## src/rtl/panel_pkg.sv

```systemverilog
// Shared types and constants for the scrolling LED panel: FSM state encoding,
// default geometry and the message ROM (one ROWS-bit column pattern per entry).
package panel_pkg;

  localparam int DEF_NUM_COLS = 8;
  localparam int DEF_ROWS     = 7;
  localparam int DEF_MSG_LEN  = 32;

  typedef enum logic [1:0] {
    ST_IDLE   = 2'd0,
    ST_RUN    = 2'd1,
    ST_PAUSED = 2'd2
  } state_t;

  // Column patterns of the scrolled message, entry 0 first; bit 0 is the top LED.
  localparam logic [DEF_ROWS-1:0] MSG_ROM [DEF_MSG_LEN] = '{
    7'h00, 7'h7F, 7'h08, 7'h08, 7'h7F, 7'h00, 7'h41, 7'h7F,
    7'h41, 7'h00, 7'h7F, 7'h40, 7'h40, 7'h00, 7'h3E, 7'h41,
    7'h41, 7'h3E, 7'h00, 7'h01, 7'h7F, 7'h01, 7'h00, 7'h7F,
    7'h09, 7'h06, 7'h00, 7'h5F, 7'h00, 7'h00, 7'h2A, 7'h55
  };

endpackage

```

## src/rtl/panel_tick_sync.sv

```systemverilog
// Synchronises one divided square wave into clk and emits a single-cycle tick
// per rising edge; a level already high when reset releases is not an edge.
module panel_tick_sync #(
  parameter int SYNC_STAGES = 2
) (
  input  logic clk,
  input  logic rst,
  input  logic level,
  output logic tick
);

  logic [SYNC_STAGES-1:0] chain;
  logic [SYNC_STAGES-1:0] valid;
  logic                   prev;
  logic                   armed;
  logic                   sync_out;

  assign sync_out = chain[SYNC_STAGES-1];

  // armed waits until the chain holds real samples and has seen the input low,
  // so an input that is high out of reset needs a fresh rising edge.
  always_ff @(posedge clk) begin
    if (rst) begin
      chain <= '0;
      valid <= '0;
      prev  <= 1'b0;
      armed <= 1'b0;
    end else begin
      chain <= {chain[SYNC_STAGES-2:0], level};
      valid <= {valid[SYNC_STAGES-2:0], 1'b1};
      prev  <= sync_out;
      if (valid[SYNC_STAGES-1] && !sync_out)
        armed <= 1'b1;
    end
  end

  assign tick = sync_out & ~prev & armed;

endmodule

```

## src/rtl/panel_scroller.sv

```systemverilog
// Column-multiplexed LED matrix driver scrolling the ROM message under an
// IDLE/RUN/PAUSED FSM. Optional PANEL_BLINK_EN blanks rows on alternate scroll periods.
module panel_scroller
  import panel_pkg::*;
#(
  parameter int NUM_COLS    = DEF_NUM_COLS,
  parameter int ROWS        = DEF_ROWS,
  parameter int MSG_LEN     = DEF_MSG_LEN,
  parameter int SYNC_STAGES = 2
) (
  input  logic                clk,
  input  logic                rst,
  input  logic                clk_cont_in,
  input  logic                clk_ru_in,
  input  logic                start,
  input  logic                pause,
  input  logic                stop,
  input  logic                dir,
  input  logic                blink,
  output logic [NUM_COLS-1:0] col_sel,
  output logic [ROWS-1:0]     row_data,
  output logic                running,
  output logic                wrap_pulse
);

  localparam int CW    = (NUM_COLS > 1) ? $clog2(NUM_COLS) : 1;
  localparam int OW    = $clog2(MSG_LEN);
  localparam int SUM_W = OW + 1;
  localparam logic [CW-1:0]    COL_LAST  = CW'(NUM_COLS - 1);
  localparam logic [OW-1:0]    OFF_LAST  = OW'(MSG_LEN - 1);
  localparam logic [SUM_W-1:0] MSG_LEN_S = SUM_W'(MSG_LEN);

  logic refresh_tick;
  logic scroll_tick;

  panel_tick_sync #(.SYNC_STAGES(SYNC_STAGES)) u_refresh_sync (
    .clk   (clk),
    .rst   (rst),
    .level (clk_cont_in),
    .tick  (refresh_tick)
  );

  panel_tick_sync #(.SYNC_STAGES(SYNC_STAGES)) u_scroll_sync (
    .clk   (clk),
    .rst   (rst),
    .level (clk_ru_in),
    .tick  (scroll_tick)
  );

  state_t              state, state_next;
  logic [CW-1:0]       col_cnt, col_next;
  logic [OW-1:0]       offset, off_next;
  logic [NUM_COLS-1:0] col_sel_next;
  logic [ROWS-1:0]     row_reg, row_next;
  logic                wrap_next;
  logic                scroll_en;
  logic [SUM_W-1:0]    sum;

  always_comb begin
    state_next = state;
    case (state)
      ST_IDLE:   if (!stop && start) state_next = ST_RUN;
      ST_RUN:    if (stop) state_next = ST_IDLE;
                 else if (pause) state_next = ST_PAUSED;
      ST_PAUSED: if (stop) state_next = ST_IDLE;
                 else if (start && !pause) state_next = ST_RUN;
      default:   state_next = ST_IDLE;
    endcase
  end

  // Counters and the column/row pair are computed together so that col_sel and
  // row_data always describe the same column, using the post-update offset.
  always_comb begin
    col_next     = col_cnt;
    off_next     = offset;
    wrap_next    = 1'b0;
    col_sel_next = col_sel;
    row_next     = row_reg;
    sum          = '0;
    scroll_en    = scroll_tick && (state == ST_RUN);
    if (state_next == ST_IDLE) begin
      col_next     = '0;
      off_next     = '0;
      col_sel_next = '0;
      row_next     = '0;
    end else if (state != ST_IDLE) begin
      if (refresh_tick)
        col_next = (col_cnt == COL_LAST) ? '0 : col_cnt + 1'b1;
      if (scroll_en) begin
        if (!dir) begin
          if (offset == OFF_LAST) begin
            off_next  = '0;
            wrap_next = 1'b1;
          end else begin
            off_next = offset + 1'b1;
          end
        end else begin
          if (offset == '0) begin
            off_next  = OFF_LAST;
            wrap_next = 1'b1;
          end else begin
            off_next = offset - 1'b1;
          end
        end
      end
      if (refresh_tick || scroll_en) begin
        sum = SUM_W'(off_next) + SUM_W'(col_next);
        if (sum >= MSG_LEN_S)
          sum = sum - MSG_LEN_S;
        col_sel_next = NUM_COLS'(1) << col_next;
        row_next     = ROWS'(MSG_ROM[sum[OW-1:0]]);
      end
    end
  end

  always_ff @(posedge clk) begin
    if (rst) begin
      state      <= ST_IDLE;
      col_cnt    <= '0;
      offset     <= '0;
      col_sel    <= '0;
      row_reg    <= '0;
      running    <= 1'b0;
      wrap_pulse <= 1'b0;
    end else begin
      state      <= state_next;
      col_cnt    <= col_next;
      offset     <= off_next;
      col_sel    <= col_sel_next;
      row_reg    <= row_next;
      running    <= (state_next == ST_RUN);
      wrap_pulse <= wrap_next;
    end
  end

`ifdef PANEL_BLINK_EN
  logic blank_phase;

  always_ff @(posedge clk) begin
    if (rst)
      blank_phase <= 1'b0;
    else if (state != ST_RUN || state_next != ST_RUN || !blink)
      blank_phase <= 1'b0;
    else if (scroll_tick)
      blank_phase <= ~blank_phase;
  end

  assign row_data = blank_phase ? '0 : row_reg;
`else
  logic unused_blink;
  assign unused_blink = blink;
  assign row_data     = row_reg;
`endif

endmodule

```

## config.mk

```make
export PLATFORM = sky130hd
export DESIGN_NAME = panel_scroller
export DESIGN_NICKNAME = d
export VERILOG_FILES = /design/src/rtl/panel_pkg.sv /design/src/rtl/panel_tick_sync.sv /design/src/rtl/panel_scroller.sv
export SDC_FILE = /design/constraint.sdc
export NUM_CORES = 1
export LEC_CHECK = 0
export ABC_AREA = 1
export CAP_MARGIN = 0
export CORE_MARGIN = 4
export CORE_UTILIZATION = 40
export CTS_CLUSTER_SIZE = 8
export DETAILED_ROUTE_END_ITERATION = 16
export GPL_ROUTABILITY_DRIVEN = 0
export PLACE_DENSITY = 0.62
export SYNTH_ARGS = -nofsm -noshare
export SYNTH_HDL_FRONTEND = slang
export SYNTH_SLANG_ARGS = --single-unit
```

## constraint.sdc

```tcl
create_clock -name clk -period 3.2 [get_ports clk]
set_clock_uncertainty 0.2 [all_clocks]
set_input_delay 0.48 -clock clk [delete_from_list [all_inputs] [get_ports clk]]
set_output_delay 0.48 -clock clk [all_outputs]
set_load 0.005 [all_outputs]
```

==> metrics.txt, run 1 <==
number of port buffers=24; I/O pin total=26; endpoints failing hold=0; synthesis-to-layout area growth=39.4%; sequential-to-total area share from yosys stat=33.5%; Mapped Nets=341; tightest hold margin=0.206 ns; met3 usage in global routing=3.36%; power after layout=0.00101 W; total power density per cell area=326 nW/um^2; final setup violation count=0; final routed DRC violation total=0; Most Used Layer, Global Route=met2; Routed Wire Length=4760 um; slowest library cell on the worst path=fa_2; maximum VDD drop=0.267 mV; count of inserted antenna diode cells=0; utilization after layout=58.8%; startpoint types=flip-flop; HPWL after DPL=3630 um; Main synth FF type=dfxtp_1; fraction of synthesis flops using an asynchronous set or reset pin=0%; aggregate global routing overflow=0; setup repair after global routing missed its margin=true; status=finished clean; 1st-iter DRT viols=76; Cell Area, Synth=2210 um^2; Post-Synthesis Cells=316; routed via count=2070; slew at the pin closest to its max-slew limit=0.503 ns; x dimension of the die=82.3 um; TritonCTS clock tree=built; CTS HTree Levels=2; max incr delay on CP=0.61 ns; antenna violations before repair=0; die area=6780 um^2; peak clock frequency supported by timing=319 MHz; number of max-slew violations in the final report=0; global-route wire length before repair=8510 um; length of the first detailed-routing pass in iterations=4; Core Box Area=5240 um^2; type of element capturing the critical path=flip-flop; antenna-violating nets left=0; largest net degree at the start of global routing=16; die height=82.3 um; hold-fix buffer count after cts=0; data arrival time of the critical path=3.17 ns; CTS clk-pin slew, worst paths=0.07 ns; Clock Tree Buf Depth=2; most common library cell in the layout ignoring fill and taps=nand2_1; commonest cells after routing, fill and taps aside=nand2_1 (61), inv_1 (53), dfxtp_1 (35), nor2_1 (30), buf_4 (30); number of global-route vias before repair=2020; layout cells sized above 1=27.5%; library cells used by synthesis=33; std cell rows=26; Avg Inst Size Synth=7.00 um^2; effective utilization at floorplan=42.2%; All-Layer GR Usage=15.9%; fin crit period=3.13 ns; period utilisation layout=98.0%; per-cell via count in the routed design=4.65; number of warning messages in the yosys log=0; data required time of the worst path=3.23 ns; met2 demand-to-capacity share in global routing=26.4%; Max Cap Viol=0; #FFs+latches synth=37; TritonCTS Sinks=37; TritonCTS Buffers=5; number of flops mapped to enable cells by yosys=0; cells along the critical path=ha_4 > nand2_4 > nor2_4 > ha_4 > inv_4 > nor2_4 > nor2_4 > a22oi_2 > inv_1 > ha_2 > inv_2 > fa_2 > inv_2 > ha_4 > nand2_4 > nand2_4 > nand3_4 > buf_4 > a21oi_2 > o21bai_1 > inv_1; clock tree root buffer cell=clkbuf_8; cell leakage power=1.39 nW; met1 track demand over resource in global routing=21.2%; largest fanout on the critical path=4; classification of the worst-slack hold path=flip-flop to flip-flop; clock network latency to the later pin of the worst-skew pair=0.28 ns; category of the critical setup timing path=flip-flop to flip-flop; worst slew slack as a fraction of its limit=66.4%; Post-layout nets=399; mean routed wirelength per cell=10.7 um
==> per-layer routing <==
metal | share of wire [%] | vias up | wire length (um)
met3 | 4.9 | 0 | 235
met2 | 48 | 40 | 2290
li1 | - | 1107 | -
met4 | 0 | 0 | 0
met5 | 0 | - | 0
met1 | 47 | 923 | 2240
==> per-stage QoR <==
stage                     std cells  setup TNS (ns)  setup WS [ns]  instance area [um^2]
after global routing            445          -0.653         -0.124                  3080
after CTS                       442       -0.000751      -0.000751                  2930
after detailed placement        431           -2.44         -0.411                  2720
final                           445               0         0.0650                  3080
after floorplan                 316               0        0.00693                  2230
after global placement          431           -1.90         -0.323                  2720
==> logic make-up (layout without fill, tap and decap cells) <==
kind of cell,Yosys count,in the layout,share of synthesized area (%)
xor+xnor,1,1,0.396
compound gates,54,54,13.8
buf+inv,65,124,11.7
fa+ha+maj,16,16,9.39
flops,37,37,33.5
simple gates,143,143,31.2
==> Yosys cell counts, drive strengths merged (3+ instances only) <==
master	count	area, um^2
o21ai	24	124
ha	15	188
clkbuf	3	21.3
dfxtp	37	741
nor2	37	159
o211ai	3	22.5
nand3	22	150
a21oi	20	108
nand2	79	347
inv	61	231
==> flip-flops by register name (all words and copies together), names as in the netlist <==
register	flops
col_sel	8
row_data	7
offset	5
col_cnt	3
state	2
u_refresh_sync.chain	2
u_scroll_sync.chain	2
running	1
u_refresh_sync.armed	1
u_refresh_sync.prev	1
u_refresh_sync.valid	1
u_scroll_sync.armed	1
u_scroll_sync.prev	1
u_scroll_sync.valid	1
wrap_pulse	1
==> worst paths after layout <==
check	from	endpoint	slack, ns	cells after the start
worst min register to register	u_refresh_sync.chain[0]	u_refresh_sync.chain[1]	0.21	2
worst min-delay path	u_refresh_sync.chain[0]	u_refresh_sync.chain[1]	0.21	2
worst max register to register	offset[0]	row_data[2]	0.07	21
worst max-delay path	offset[0]	row_data[2]	0.07	21
==> cell type report <==
cell class,count,area [um^2]
timing repair buffer,55,475
clock buffer,5,68.8
clock inverter,3,65.1
multi-input combinational,214,1410
fill,502,2160
tap,70,87.6
sequential,37,743
inverter,61,234
==> where the power goes <==
group	internal, W	switching [W]	total, W
clock network	0.000310	0.000166	0.000475
registers	0.000468	0.00000345	0.000471
logic	0.0000255	0.0000340	0.0000595
total	0.000803	0.000203	0.00101
==> worst max-delay path, delay by kind of cell (launching register included) <==
family / cells / cell delay (ns)
AO/OA/AOI/OAI: 3 / 0.27
adder cells (fa/ha/maj): 5 / 1.39
buffers and inverters: 6 / 0.42
AND/OR/NAND/NOR: 7 / 0.47
flip-flops: 1 / 0.34
==> repair_timing <==
item / CTS / global route
buffers inserted: 3 / 3
gates resized for setup: 20 / 33
pin swaps: 15 / 26
gates cloned: 0 / 0
endpoints found under the setup margin: 7 / 7
Note: power is estimated with default switching activity, not from simulation.
==> run 2, diff against run 1 <==
--- a/config.mk
+++ b/config.mk
@@ -8,11 +8,12 @@
 export ABC_AREA = 1
 export CAP_MARGIN = 0
 export CORE_MARGIN = 4
-export CORE_UTILIZATION = 40
+export CORE_UTILIZATION = 30
 export CTS_CLUSTER_SIZE = 8
 export DETAILED_ROUTE_END_ITERATION = 16
 export GPL_ROUTABILITY_DRIVEN = 0
-export PLACE_DENSITY = 0.62
+export HOLD_SLACK_MARGIN = 0.1
+export PLACE_DENSITY = 0.49
 export SYNTH_ARGS = -nofsm -noshare
 export SYNTH_HDL_FRONTEND = slang
 export SYNTH_SLANG_ARGS = --single-unit
==> run 2 against run 1 <==
- utilization is 16 points lower
- via count is 1.7% lower
- global-route usage is 4.0 points lower
- sequential power hardly changed
- fmax is 0.34% lower
- register-to-register slack hardly changed
- sequential share of layout area is 0.34 points lower
- critical path depth is 2 lower
- design area is 1.4% higher
- combinational power is 4.5% higher
- power is 1.5% higher
- first-iteration DRC count is 49% lower
- critical path type unchanged
- critical endpoint unchanged
==> metrics.txt, run 2 (synthesis results as in run 1) <==
CTS HTree Levels=2 (unchanged); end of the worst register-to-register path=row_data[2]; HPWL after DPL=3780 um (+4.2%); largest net degree at the start of global routing=16 (unchanged); fin crit period=3.15 ns (+0.0106 ns); std cell rows=31 (+19%); peak clock frequency supported by timing=318 MHz (-0.34%); TritonCTS Buffers=5 (unchanged); length of the first detailed-routing pass in iterations=4 (unchanged); per-cell via count in the routed design=4.26 (-8.3%); commonest cells after routing, fill and taps aside=nand2_1 (61), inv_1 (52), dfxtp_1 (35), buf_4 (32), nor2_1 (28); origin of the worst min-delay path=u_scroll_sync.valid[0]; path depth of the worst reg2reg path=19 (-9.5%); hold-critical path endpoint=u_refresh_sync.valid[1]; total power density per cell area=327 nW/um^2 (about the same); mean routed wirelength per cell=10.4 um (-2.7%); largest fanout on the critical path=5 (+1); final std cell area, no fill=3130 um^2 (+1.4%); Post-layout nets=402 (+0.75%); clock network latency to the later pin of the worst-skew pair=0.29 ns (about the same); data arrival time of the critical path=3.18 ns (about the same); slew at the pin closest to its max-slew limit=0.499 ns (-0.00457 ns); layout cells sized above 1=28.6% (+1.1 points); Worst R2R Start=offset[0]; x dimension of the die=93.8 um (+14%); type of element capturing the critical path=flip-flop; worst slew slack as a fraction of its limit=66.7% (+0.30 points); DP Area=2790 um^2 (+2.7%); Routed Wire Length=4960 um (+4.2%); clock tree root buffer cell=clkbuf_8; number of flip-flops under the largest register name=8 (unchanged); effective utilization at floorplan=30.6% (-12 points); CTS clk-pin slew, worst paths=0.08 ns (about the same); maximum VDD drop=0.218 mV (-18%); number of cells traversed by the worst hold path=2 (unchanged); status=finished clean; I/O pin total=26 (unchanged); number of fillers in the final layout=771 (+54%); Clock Tree Buf Depth=2 (unchanged); setup repair after global routing missed its margin=true; count of placed standard cells in the final layout, fillers left out=477 (+7.2%); count of inserted antenna diode cells=0 (unchanged); post-route setup TNS=0 ns (unchanged); TritonCTS clock tree=built; final setup violation count=0 (unchanged); cell leakage power=1.41 nW (+1.6%); hold-fix buffer count after cts=0 (unchanged); data required time of the worst path=3.23 ns (about the same); startpoint types=flip-flop; number of port buffers=24 (unchanged); aggregate global routing overflow=0 (unchanged); TritonCTS Sinks=37 (unchanged); synthesis-to-layout area growth=41.4%; category of the critical setup timing path=flip-flop to flip-flop; period utilisation layout=98.3% (+0.33 points); number of global-route vias before repair=1994 (-1.3%); die area=8810 um^2 (+30%); 1st-iter DRT viols=39 (-49%); classification of the worst-slack hold path=flip-flop to flip-flop; final routed DRC violation total=0 (unchanged); die height=93.8 um (+14%); antenna-violating nets left=0 (unchanged); global-route wire length before repair=8640 um (+1.5%); most common library cell in the layout ignoring fill and taps=nand2_1; # placed instances=465 (+7.9%); antenna violations before repair=0 (unchanged); routed via count=2034 (-1.7%); number of max-slew violations in the final report=0 (unchanged); internal reg-to-reg setup slack=0.05 ns (about the same); Max Cap Viol=0 (unchanged); endpoints failing hold=0 (unchanged); All-Layer GR Usage=11.9% (-4.0 points); Core Box Area=7210 um^2 (+38%); Top reg by flops=col_sel; start point of the critical path=offset[0]
run 2: how the worst max path moves through the flow:
stage,endpoint,slack [ns]
after floorplan,row_data[2],0.007
after global placement,row_data[2],-0.34
after detailed placement,row_data[4],-0.36
after CTS,row_data[4],0.002
after global routing,row_data[2],-0.14
final,row_data[2],0.05
run 2: per-layer routing:
layer | track usage, % | share of wire (%) | vias to the layer above | wire, um
met4 | 2.89 | 0.73 | 0 | 36
met5 | 0 | 0 | - | 0
met1 | 16.3 | 50 | 896 | 2470
li1 | - | - | 1106 | -
met2 | 19.1 | 46 | 27 | 2260
met3 | 2.48 | 3.9 | 5 | 191
run 2: what timing repair did:
item / CTS / global route
gates cloned: 0 / 0
setup buffers: 2 / 2
pin swaps: 11 / 23
setup endpoints to repair: 7 / 7
gates resized for setup: 23 / 30
run 2: layout make-up:
type / instances / area, um^2 / share of cell area [%]
clock buffer: 5 / 68.8 / 2.20
tap: 99 / 124 / 3.96
sequential: 37 / 743 / 23.8
clock inverter: 3 / 68.8 / 2.20
inverter: 61 / 234 / 7.49
multi-input combinational: 214 / 1380 / 44.2
timing repair buffer: 58 / 505 / 16.2
run 2: stage by stage:
step	power [W]	utilization (%)	setup slack (ns)	hold WS, ns
detailed placement	0.000540	38.7	-0.360	0.193
CTS	0.00103	41.8	0.00232	0.205
finish	0.00102	43.3	0.0544	0.203
global placement	0.000540	38.7	-0.342	0.191
global route	0.00106	43.3	-0.137	0.227
floorplan	0.000515	-	0.00693	0.188
run 2: where the power goes:
part	internal [W]	total [W]	leakage (nW)	switching (W)
Sequential	0.000468	0.000471	0.301	0.00000345
Clock	0.000314	0.000488	0.0687	0.000174
Combinational	0.0000272	0.0000622	1.04	0.0000350
run 2: worst max-delay path, stage by stage, from the launching register on:
cell	delay, ns
dfxtp_2	0.33
buf_4	0.15
inv_1	0.07
ha_2	0.20
nand3_2	0.10
o21ai_2	0.13
a22oi_2	0.08
inv_2	0.07
ha_4	0.14
inv_2	0.04
fa_2	0.62
inv_4	0.06
ha_4	0.27
nand2_4	0.05
nand2_2	0.07
nand3_2	0.08
buf_4	0.16
a21oi_2	0.13
o21bai_1	0.07
inv_1	0.05
